[src/rtl/matmul_feeder.sv]
// Operand loader and skew sequencer for a 2x2 output-stationary systolic multiplier.
// Buffers A and B from a byte stream, then drives diagonally-skewed operand buses for four cycles.
module matmul_feeder (
  input  logic       clk,
  input  logic       reset,
  input  logic       load_valid,
  input  logic [7:0] load_data,
  output logic       load_ready,
  output logic       mm_start,
  output logic [7:0] A_cell_1,
  output logic [7:0] A_cell_2,
  output logic [7:0] B_cell_1,
  output logic [7:0] B_cell_2,
  output logic       busy,
  output logic       result_valid
);

  localparam int DATA_W = 8;

  typedef enum logic [2:0] {
    LOAD  = 3'd0,
    START = 3'd1,
    FEED0 = 3'd2,
    FEED1 = 3'd3,
    FEED2 = 3'd4,
    FEED3 = 3'd5,
    DONE  = 3'd6
  } state_t;

  state_t                   state;
  logic [2:0]               count;
  // Slots 0..3 hold A00,A01,A10,A11; slots 4..7 hold B00,B01,B10,B11.
  logic [7:0][DATA_W-1:0]   operand_buf;
  logic                     accept;

  assign accept = load_valid && load_ready;

  always_ff @(posedge clk or posedge reset) begin
    if (reset) begin
      state        <= LOAD;
      count        <= 3'd0;
      operand_buf  <= '0;
      load_ready   <= 1'b1;
      mm_start     <= 1'b0;
      A_cell_1     <= '0;
      A_cell_2     <= '0;
      B_cell_1     <= '0;
      B_cell_2     <= '0;
      busy         <= 1'b0;
      result_valid <= 1'b0;
    end else begin
      // Buses and start default to idle; each state below sets the values for the next cycle.
      mm_start <= 1'b0;
      A_cell_1 <= '0;
      A_cell_2 <= '0;
      B_cell_1 <= '0;
      B_cell_2 <= '0;
      case (state)
        LOAD: begin
          if (accept) begin
            operand_buf[count] <= load_data;
            count              <= count + 3'd1;
            if (count == 3'd7) begin
              state      <= START;
              load_ready <= 1'b0;
              busy       <= 1'b1;
              mm_start   <= 1'b1;
            end
          end
        end
        START: begin
          state    <= FEED0;
          A_cell_1 <= operand_buf[0];
          B_cell_1 <= operand_buf[4];
        end
        FEED0: begin
          state    <= FEED1;
          A_cell_1 <= operand_buf[1];
          B_cell_1 <= operand_buf[6];
          A_cell_2 <= operand_buf[2];
          B_cell_2 <= operand_buf[5];
        end
        FEED1: begin
          state    <= FEED2;
          A_cell_2 <= operand_buf[3];
          B_cell_2 <= operand_buf[7];
        end
        FEED2: begin
          // All-zero flush cycle lets the delayed operands reach the bottom-right cell.
          state <= FEED3;
        end
        FEED3: begin
          state        <= DONE;
          busy         <= 1'b0;
          load_ready   <= 1'b1;
          result_valid <= 1'b1;
        end
        DONE: begin
          if (accept) begin
            operand_buf[0] <= load_data;
            count          <= 3'd1;
            state          <= LOAD;
            result_valid   <= 1'b0;
          end
        end
        default: begin
          state        <= LOAD;
          count        <= 3'd0;
          load_ready   <= 1'b1;
          busy         <= 1'b0;
          result_valid <= 1'b0;
        end
      endcase
    end
  end

endmodule

[config.mk]
export PLATFORM = sky130hd
export DESIGN_NAME = matmul_feeder
export DESIGN_NICKNAME = d
export VERILOG_FILES = /design/src/rtl/matmul_feeder.sv
export SDC_FILE = /design/constraint.sdc
export NUM_CORES = 1
export LEC_CHECK = 0
export CORE_MARGIN = 5
export CORE_UTILIZATION = 55
export DETAILED_ROUTE_END_ITERATION = 10
export PLACE_DENSITY = 0.78
export SLEW_MARGIN = 20
export SYNTH_ARGS = -nofsm -noshare
export SYNTH_HDL_FRONTEND = slang
export SYNTH_SLANG_ARGS = --single-unit
[constraint.sdc]
create_clock -name clk -period 10.9 [get_ports clk]
set_input_delay 2.18 -clock clk [delete_from_list [all_inputs] [get_ports clk]]
set_output_delay 2.18 -clock clk [all_outputs]
set_load 0.005 [all_outputs]
After elaboration in Yosys (flattened, before gate mapping). Index checks and enable logic that the tools add are counted.

Add/sub/neg operators: 1. Order comparisons: 2. Equal/unequal tests: 10. Multiplexer cells: 28. Bitwise operators: 3. Reductions and logical operators: 13.

Operators with widths (number): $pmux 8 s2 (5); $bwmux 64 (1); $demux 8 s3 (1); $mux 8 (3); $pmux 3 s7 (1); $mux 3 (5); $reduce_or 5->1 (3); $eq 3x3->1 const B (4); $reduce_and 3->1 (4); $pmux 3 s3 (1); $mux 1 (8); $eq 3x2->1 const B (2); $ne 2x2->1 const B (3); $lt 3x4->1 const B (1); $pmux 1 s2 (2); $reduce_and 2->1 (2); $add 3x1->3 const B (1); $eq 3x1->1 const B (1); $ge 3x1->1 const B (1); $logic_not 3->1 (1); $not 1->1 (3); $pmux 1 s3 (1); $logic_and 1x1->1 (2); $reduce_bool 2->1 (1).

Register bits: 106. Input port bits: 11.

Logic depth before layout (Yosys ltp). Gate-level depths: netlist of run 1.

Depth after elaboration: 7. Mapped depth: 6. Gate-level depth less buffers: 5.

Least setup slack after synthesis of run 1. No wires, ideal clock.

Path type: input port to flip-flop. Start point: input load_valid. End point: register operand_buf[24] in the netlist's numbering. Library setup time: 125 ps. Arrival time: 3155 ps. Path slack: 7621 ps. Stages on the path: 5. Path buffers: 2. Path through: and2_1 > buf_2 > and4_1 > buf_2 > mux2_2.

Cells in the longest elaborated chain, start to end: 2.

RTL lines: from (decl) (RTL line 6) `input logic load_valid,`; $logic_and 1x1->1 (RTL line 36) `assign accept = load_valid && load_ready;`; $reduce_and 2->1 (no source line); to (signal, indexed assignment) (RTL line 61) `operand_buf[count] <= load_data;`; to (decl) (RTL line 33) `logic [7:0][DATA_W-1:0] operand_buf;`.

No other way between the ends. A chain may end at the register's enable or synchronous reset.

Final worst setup path of run 1.
Start point: input load_valid. End point: register operand_buf[9] in the netlist's numbering.

The elaborated chain is that of the path after synthesis.

==> run summary, run 1 <==
Outcome: complete, no violations
Most common cell after layout, fill and taps aside: dfrtp_1
Inserted Clock Buffers: 9
Max rail drop VDD: 0.0001387 V
Cts repair resizes: 0
Commonest non-fill, non-tap cells in the layout: dfrtp_1 (105), mux2_2 (65), clkdlybuf4s50_1 (46)
Initial cell density of the core: 56.04%
Inserted Diodes: 0
Hold_sp: operand_buf[52]
Final net count: 357
Detailed placer's ending HPWL: 5225 um
Number of vias per cell: 5.714
Final Hold Fails: 0
Largest net degree at the start of global routing: 81
Hold Path Class: reg2reg
Synthesized area per cell: 14.50 um2
Die Span Y: 98.50 um
Pwr/cell area: 237.6 mW/mm2
Synth top area share: 60.99%
Max-cap violations: 0
Final Max Slew Viols: 0
Rel. slew slack: 33.44%
Setup WS pre-CTS: 6.763 ns
Combinational Power Share: 29.5%
Site Rows: 32
Sw Share: 30.95%
Layout cells sized above 1: 27.46%
Setup slack after layout: 7.101 ns
Lkg Pwr: 2.326 nW
Slew @ Worst Pin: 0.9978 ns
Main combinational cell family by area after synthesis: multiplexers
DP Area: 0.004832 mm2
Clock Power Share: 20.2%
Clock skew: 0.007517 ns
Fin Setup TNS: 0 ns
XOR/XNOR share of the synthesized area: 0%
Startpoint types: input pin
PortBufs: 46
Clock Latency Late Sink: 0.35 ns
Fin crit share: 34.85%
Synth area leaders: dfrtp_1 (61%), mux2_2 (17%), a22o_1 (3.3%)
Hold WS: 0.4963 ns
Gr ovfl total: 0
Postcts setup bufs: 0
CTS root buffer: clkbuf_8
Mapped Area: 0.004308 mm2
Yosys top cell by area: dfrtp_1
Initial DRC count: 118
Worst R2R Start: state[0]
Adder-cell area share of the yosys netlist: 1.452%
CP max-delay cell: clkdlybuf4s50_1
Synthesized-area fraction occupied by and/or/nand/nor cells: 7.813%
EDFF count, synth: 0
Core ar.: 0.007687 mm2
WL final: 7963 um
Seq cells post-synth: 106
Fmax: 263.2 MHz
Die Footprint: 0.009702 mm2
Clk slew on worst S/H paths: 0.10 ns
Max stage delay on crit path: 0.59 ns
Unique masters post-synth: 38
Fraction of registers with async set/reset: 100.0%
Crit path cell chain: clkdlybuf4s50_1, and2_1, and4_1, mux2_2
Min Tclk post-route: 3.799 ns
Total clock sinks: 106
CP Class: in2reg
WP data arrival: 4.04 ns
WP data required: 11.14 ns
Cell count after synthesis: 297
H-tree depth: 3
Overall Global Routing Usage: 17.38%
Routability cong.: 0.8406
Synth Area in Compound Gates: 9.033%
RSZ-0062 raised after global routing: false
Area delta synth->final: 17.54%
First-pass GRT wire length: 13390 um
I/O Pins: 47
CP startpoint: load_valid
Vias in the first global route: 2609
Fin area: 0.005064 mm2
Util after Layout: 65.87%
Internal cell power: 830.6 uW
Setup violators final: 0
Seq pwr share: 50.3%
Post-synthesis sequential area ratio: 61.60%
Crit path capture type: register
Die width: 98.50 um
CTS tree: yes
Routed vias: 2560
Ys flop type: dfrtp_1
Mux share of post-synthesis cell area: 17.46%
Max Root-Sink Buffers: 2
Drt first pass iters: 4
Sw Pwr: 372.3 uW
YS warnings: 0
Remaining DRCs: 0
Drt wl/cell: 17.77 um
Post-route ant nets: 0
Initial antenna violation count: 0
Syn_nets: 313
Hold-fix buffers at CTS: 0
Max Fanout on Critical Path: 9
-- flip-flops by register name, indices dropped and copies added (netlist names), 3 cells and up --
| register | cells |
|---|---|
| B_cell_1 | 8 |
| operand_buf | 64 |
| B_cell_2 | 8 |
| A_cell_2 | 8 |
| state | 3 |
| A_cell_1 | 8 |
| count | 3 |
-- per-layer routing --
layer / up-vias / global-route usage [%] / wire length, um
li1: 1164 / - / -
met3: 10 / 3.468 / 376
met5: - / 0 / 0
met1: 1316 / 25.04 / 3706
met4: 0 / 6.303 / 110
met2: 70 / 26.47 / 3770
-- metrics by stage --
step	total power, mW	std cells
after floorplan	0.8369	297
after global placement	0.9538	431
after detailed placement	0.9684	431
after CTS	1.212	447
after global routing	1.276	448
final	1.203	448
-- final timing paths --
kind                                   to  slack, ns  cells past startpoint
setup reg to reg           operand_buf[9]       8.79                      3
setup / recovery           operand_buf[9]       7.10                      4
min in group asynchronous     B_cell_2[3]       2.14                      2
max in group asynchronous      load_ready       7.77                      4
hold reg to reg               B_cell_1[4]       0.50                      1
hold / removal                B_cell_1[4]       0.50                      1
-- layout make-up --
class / count / area [um2]
multi-input combinational: 168 / 1546
fill: 573 / 2624
sequential: 106 / 2654
tap: 102 / 127.6
inverter: 7 / 28.78
clock buffer: 11 / 141.4
clock inverter: 5 / 62.56
timing repair buffer: 49 / 503.0
-- cells in the mapped netlist (all sizes together), types with 2 or more instances --
cell type	number
a21oi	4
a22o	16
a22oi	17
a31oi	3
and2	3
and3b	2
and4	3
buf	12
clkbuf	4
dfrtp	105
ha	5
inv	7
mux2	65
mux2i	2
nand2	5
nand4	5
nor2	3
nor2b	18
nor3	2
o22ai	2
or2	2
-- power by group through the flow --
stage               registers, mW  clock network, mW  logic [mW]
finish                      0.605              0.242       0.355
CTS                         0.605              0.249       0.358
global route                0.622              0.265       0.389
global placement            0.607                  0       0.347
floorplan                   0.581                  0       0.256
detailed placement          0.613                  0       0.356
-- cells by family after synthesis --
kind of cell | after synthesis
AOI/OAI and AO/OA | 49
adders and majority gates | 5
DFF | 106
buffers and inverters | 23
muxes | 67
and+or+nand+nor | 47
-- critical path, delay by kind of cell --
| family | cells | cell delay, ns |
|---|---|---|
| buffers and inverters | 1 | 0.59 |
| AND/OR/NAND/NOR | 2 | 0.88 |
| multiplexers | 1 | 0.38 |
(Power assumes the default switching activity.)
==> run 2, diff against run 1 <==
CORE_UTILIZATION = 50   (was 55)
PLACE_DENSITY = 0.75   (was 0.78)
clock period = 3.42 ns   (was 10.9 ns; I/O delays follow)
==> run 2 against run 1 <==
  * Combinational power grew to 3.2 times the previous value
  * First-iteration DRC count grew 35%
  * Core utilization shrank 4.8 points
  * Wire length fell by 1.4%
  * Clock power increased to 3.3 times the previous value
  * Sequential share of layout area about the same
  * Setup slack got worse by 5.9 ns
  * Clock skew is 0.0065 ns higher
  * Design area about the same
  * Sequential power grew to 3.2 times the previous value
  * Total power rose to 3.2 times the previous value
==> run summary, run 2 (synthesis gave the netlist of run 1 again) <==
Die Footprint: 0.01057 mm2 (+9.0%)
WP data required: 3.67 ns (-7.47 ns)
PortBufs: 46 (unchanged)
Power Total: 3.844 mW (+220%)
Core ar.: 0.008299 mm2 (+8.0%)
Cts repair resizes: 0 (unchanged)
Die width: 102.8 um (+4.4%)
Max Fanout on Critical Path: 9 (unchanged)
Overall Global Routing Usage: 16.34% (-1.0 points)
Sw Pwr: 1.194 mW (+220%)
Final Max Slew Viols: 0 (unchanged)
I/O Pins: 47 (unchanged)
WL final: 7852 um (-1.4%)
Final net count: 357 (unchanged)
Inserted Clock Buffers: 9 (unchanged)
Clock Latency Late Sink: 0.36 ns (about the same)
Area delta synth->final: 17.60% (about the same)
Internal cell power: 2.650 mW (+220%)
CP Class: in2reg
Total clock sinks: 106 (unchanged)
Outcome: complete, no violations
First-pass GRT wire length: 13280 um (-0.78%)
Startpoint types: input pin
Clk slew on worst S/H paths: 0.10 ns (about the same)
Routed vias: 2536 (-0.94%)
Gr ovfl total: 0 (unchanged)
Site Rows: 33 (+3.1%)
WP data arrival: 2.50 ns (-1.54 ns)
Drt first pass iters: 4 (unchanged)
Postcts setup bufs: 0 (unchanged)
Vias in the first global route: 2536 (-2.8%)
CTS tree: yes
RSZ-0062 raised after global routing: false
Max rail drop VDD: 0.0003670 V (+160%)
Number of vias per cell: 5.623 (-1.6%)
Commonest non-fill, non-tap cells in the layout: dfrtp_1 (105), mux2_2 (65), clkdlybuf4s50_1 (46)
Initial cell density of the core: 51.91% (-4.1 points)
Most common cell after layout, fill and taps aside: dfrtp_1
Die Span Y: 102.8 um (+4.4%)
Combinational Power Share: 29.2% (-0.3 points)
Fin crit share: 65.91%
Rel. slew slack: 38.25% (+4.8 points)
Slew @ Worst Pin: 0.9252 ns (-0.07262 ns)
Top reg by flops: operand_buf
Lkg Pwr: 2.322 nW (-0.16%)
Crit path capture type: register
Clock skew: 0.01404 ns (+0.006518 ns)
Sw Share: 31.07% (+0.12 points)
Pwr/cell area: 758.7 mW/mm2 (+220%)
Max Root-Sink Buffers: 2 (unchanged)
Inserted Diodes: 0 (unchanged)
Hold-fix buffers at CTS: 0 (unchanged)
Initial DRC count: 159 (+35%)
Drt wl/cell: 17.41 um (-2.0%)
Seq pwr share: 50.1% (-0.2 points)
Remaining DRCs: 0 (unchanged)
Largest net degree at the start of global routing: 52 (-36%)
CTS root buffer: clkbuf_8
Routability cong.: 0.7903 (-6.0%)
FILL cells: 662 (+16%)
Detailed placer's ending HPWL: 5278 um (+1.0%)
Hold Path Class: reg2reg
Post-route ant nets: 0 (unchanged)
Max FFs per register: 64 (unchanged)
Max-cap violations: 0 (unchanged)
Initial antenna violation count: 0 (unchanged)
Clock Power Share: 20.6% (+0.4 points)
Setup violators final: 0 (unchanged)
Layout cells sized above 1: 27.75% (+0.29 points)
H-tree depth: 3 (unchanged)
Min Tclk post-route: 2.254 ns
Fin Setup TNS: 0 ns (unchanged)
Final Hold Fails: 0 (unchanged)
Fmax: 443.6 MHz
[run 2: layer usage]
metal | GRT usage [%] | up-vias | share of wire (%)
li1 | - | 1163 | -
met1 | 24.87 | 1315 | 49
met2 | 23.83 | 51 | 46
met3 | 2.774 | 7 | 3.9
met4 | 5.777 | 0 | 1.3
met5 | 0 | - | 0
[run 2: path summary, 6_finish.rpt]
kind                            startpoint         endpoint  slack [ns]  cells after the start
max                             load_valid  operand_buf[22]        1.17                      4
min                        operand_buf[54]      B_cell_1[6]        0.50                      1
min in group asynchronous            reset      B_cell_2[1]        0.81                      2
min reg2reg                operand_buf[54]      B_cell_1[6]        0.50                      1
max in group asynchronous            reset  operand_buf[50]        1.87                      3
max reg2reg                       state[1]         state[1]        1.28                      4
[run 2: per-stage QoR]
| stage | cell area, um2 | util [%] | hold WS [ns] | setup slack, ns | cells |
|---|---|---|---|---|---|
| final | 5066 | 61.04 | 0.4999 | 1.166 | 451 |
| after global routing | 5066 | 61.04 | 0.5235 | 1.080 | 451 |
| after CTS | 5066 | 61.04 | 0.5048 | 1.164 | 451 |
| after detailed placement | 4857 | 58.53 | 0.4791 | 0.7705 | 435 |
| after global placement | 4857 | 58.53 | 0.4807 | 0.8538 | 435 |
| after floorplan | 4312 | - | 0.4606 | 1.463 | 297 |
[run 2: power groups by stage]
stage | sequential, mW | combinational, mW | clock (mW)
finish | 1.93 | 1.12 | 0.794
global route | 1.99 | 1.24 | 0.864
CTS | 1.93 | 1.14 | 0.810
detailed placement | 1.95 | 1.13 | 0
global placement | 1.93 | 1.11 | 0
floorplan | 1.85 | 0.815 | 0
[run 2: worst max-delay path: stages]
cell             delay (ns)
clkdlybuf4s50_1        0.58
and2_1                 0.37
and4_1                 0.48
mux2_2                 0.39
[run 2: layout make-up]
cell class                 instances  area (um2)  share of cell area [%]
clock inverter                     6       71.32                   1.408
tap                              105       131.4                   2.593
clock buffer                      10       137.6                   2.717
timing repair buffer              49       495.5                   9.780
inverter                           7       30.03                  0.5927
multi-input combinational        168        1546                   30.53
sequential                       106        2654                   52.38
==> run 3, diff against run 2 <==
CORE_UTILIZATION = 55   (was 50)
PLACE_DENSITY = 0.78   (was 0.75)
clock period = 2.1 ns   (was 3.42 ns; I/O delays follow)
==> run 3 against run 2 <==
  * Design area up 3.0%
  * Global-route usage rose by 1.3 points
  * Count of clock-buffer cells in the layout did not move
  * Critical endpoint is now load_ready
  * Total power is 63% higher
  * Register-to-register slack worse by 1.1 ns
==> run summary, run 3 (synthesis gave the netlist of run 1 again) <==
Setup violators final: 0 (unchanged)
Routability cong.: 0.8592 (+8.7%)
Number of vias per cell: 5.588 (-0.62%)
WL final: 8069 um (+2.8%)
Die width: 98.50 um (-4.2%)
Core ar.: 0.007687 mm2 (-7.4%)
FF/Latch Area: 0.002654 mm2 (unchanged)
Crit path capture type: primary output
Fmax: 519.6 MHz
Fin Setup TNS: 0 ns (unchanged)
Final net count: 373 (+4.5%)
Inserted Clock Buffers: 9 (unchanged)
WP data arrival: 1.50 ns (-1.00 ns)
Die Footprint: 0.009702 mm2 (-8.2%)
DP Area: 0.005036 mm2 (+3.7%)
Postcts setup bufs: 0 (unchanged)
Power Total: 6.259 mW (+63%)
Commonest non-fill, non-tap cells in the layout: dfrtp_1 (105), mux2_2 (65), clkdlybuf4s50_1 (46)
H-tree depth: 3 (unchanged)
Buf/Inv on CP: 1 (unchanged)
Max-cap violations: 0 (unchanged)
PortBufs: 46 (unchanged)
Max FFs per register: 64 (unchanged)
Hold WS: 0.4887 ns (-0.01124 ns)
Largest net degree at the start of global routing: 70 (+35%)
Cts repair resizes: 0 (unchanged)
Max Fanout on Critical Path: 9 (unchanged)
Initial cell density of the core: 56.04% (+4.1 points)
Hold-fix buffers at CTS: 0 (unchanged)
Total clock sinks: 106 (unchanged)
I/O Pins: 47 (unchanged)
CTS tree: yes
Layout cells sized above 1: 30.66% (+2.9 points)
Post-route ant nets: 0 (unchanged)
Die Span Y: 98.50 um (-4.2%)
CP max-delay cell: dfstp_2
Final Hold Fails: 0 (unchanged)
Slew @ Worst Pin: 0.4843 ns (-0.4409 ns)
Pwr/cell area: 1200 mW/mm2 (+58%)
Vias in the first global route: 2622 (+3.4%)
Clk slew on worst S/H paths: 0.11 ns (about the same)
Lkg Pwr: 2.414 nW (+4.0%)
Non-Filler Instances: 464 (+2.9%)
Final Max Slew Viols: 0 (unchanged)
Hold Path Class: in2async
Setup WS pre-CTS: -0.03565 ns (-0.8062 ns)
Top delay family on crit path: flip-flops
Top reg by flops: operand_buf
Detailed placer's ending HPWL: 5293 um (+0.28%)
Max rail drop VDD: 0.0006041 V (+65%)
R2r setup slk: 0.21 ns (-1.07 ns)
Routed vias: 2593 (+2.2%)
Startpoint types: register
Setup slack after layout: 0.1755 ns (-0.9904 ns)
Multi-input logic area: 0.001546 mm2 (unchanged)
CTS root buffer: clkbuf_8
RSZ-0062 raised after global routing: false
Crit path cell chain: clkdlybuf4s50_1
Initial DRC count: 84 (-47%)
Inserted Diodes: 0 (unchanged)
FILL cells: 544 (-18%)
Drt first pass iters: 4 (unchanged)
Clock skew: 0.01187 ns (-0.002168 ns)
Clock Latency Late Sink: 0.36 ns (about the same)
Gr ovfl total: 0 (unchanged)
WP data required: 1.68 ns (-1.99 ns)
Overall Global Routing Usage: 17.66% (+1.3 points)
Rel. slew slack: 67.71% (+29 points)
Util after Layout: 67.87% (+6.8 points)
Area delta synth->final: 21.12%
CP Class: reg2out
Most common cell after layout, fill and taps aside: dfrtp_1
Site Rows: 32 (-3.0%)
Drt wl/cell: 17.39 um (-0.12%)
Fin crit share: 91.64%
Max stage delay on crit path: 0.62 ns (+0.04 ns)
Initial antenna violation count: 0 (unchanged)
Remaining DRCs: 0 (unchanged)
Outcome: complete, no violations
Placed cells: 448 (+3.0%)
Max Root-Sink Buffers: 2 (unchanged)
First-pass GRT wire length: 13390 um (+0.78%)
Min Tclk post-route: 1.924 ns
Fin area: 0.005218 mm2 (+3.0%)
## run 3: worst paths after layout
check	startpoint	end	depth (start not counted)
min	reset	operand_buf[17]	3
min in group clk	operand_buf[10]	A_cell_1[2]	1
max reg2reg	state[1]	operand_buf[6]	3
max	load_ready	load_ready	1
max in group asynchronous	reset	mm_start	3
min reg2reg	operand_buf[10]	A_cell_1[2]	1
## run 3: layout make-up
class	instances	area share, %
Tap cell	102	2.446
Sequential cell	106	50.86
Clock buffer	10	2.446
Timing Repair Buffer	65	13.00
Inverter	7	0.5755
Multi-Input combinational cell	168	29.64
Clock inverter	6	1.031
## run 3: where the power goes
part	internal (mW)	total (mW)	switching, mW
clock	0.458	1.16	0.705
combinational	1.13	2.03	0.894
sequential	2.69	3.07	0.385
## run 3: per-layer routing
layer	routed length (um)	track usage, %
met2	3877	27.35
met1	3679	25.05
met3	399	2.689
met5	0	0
met4	112	7.563
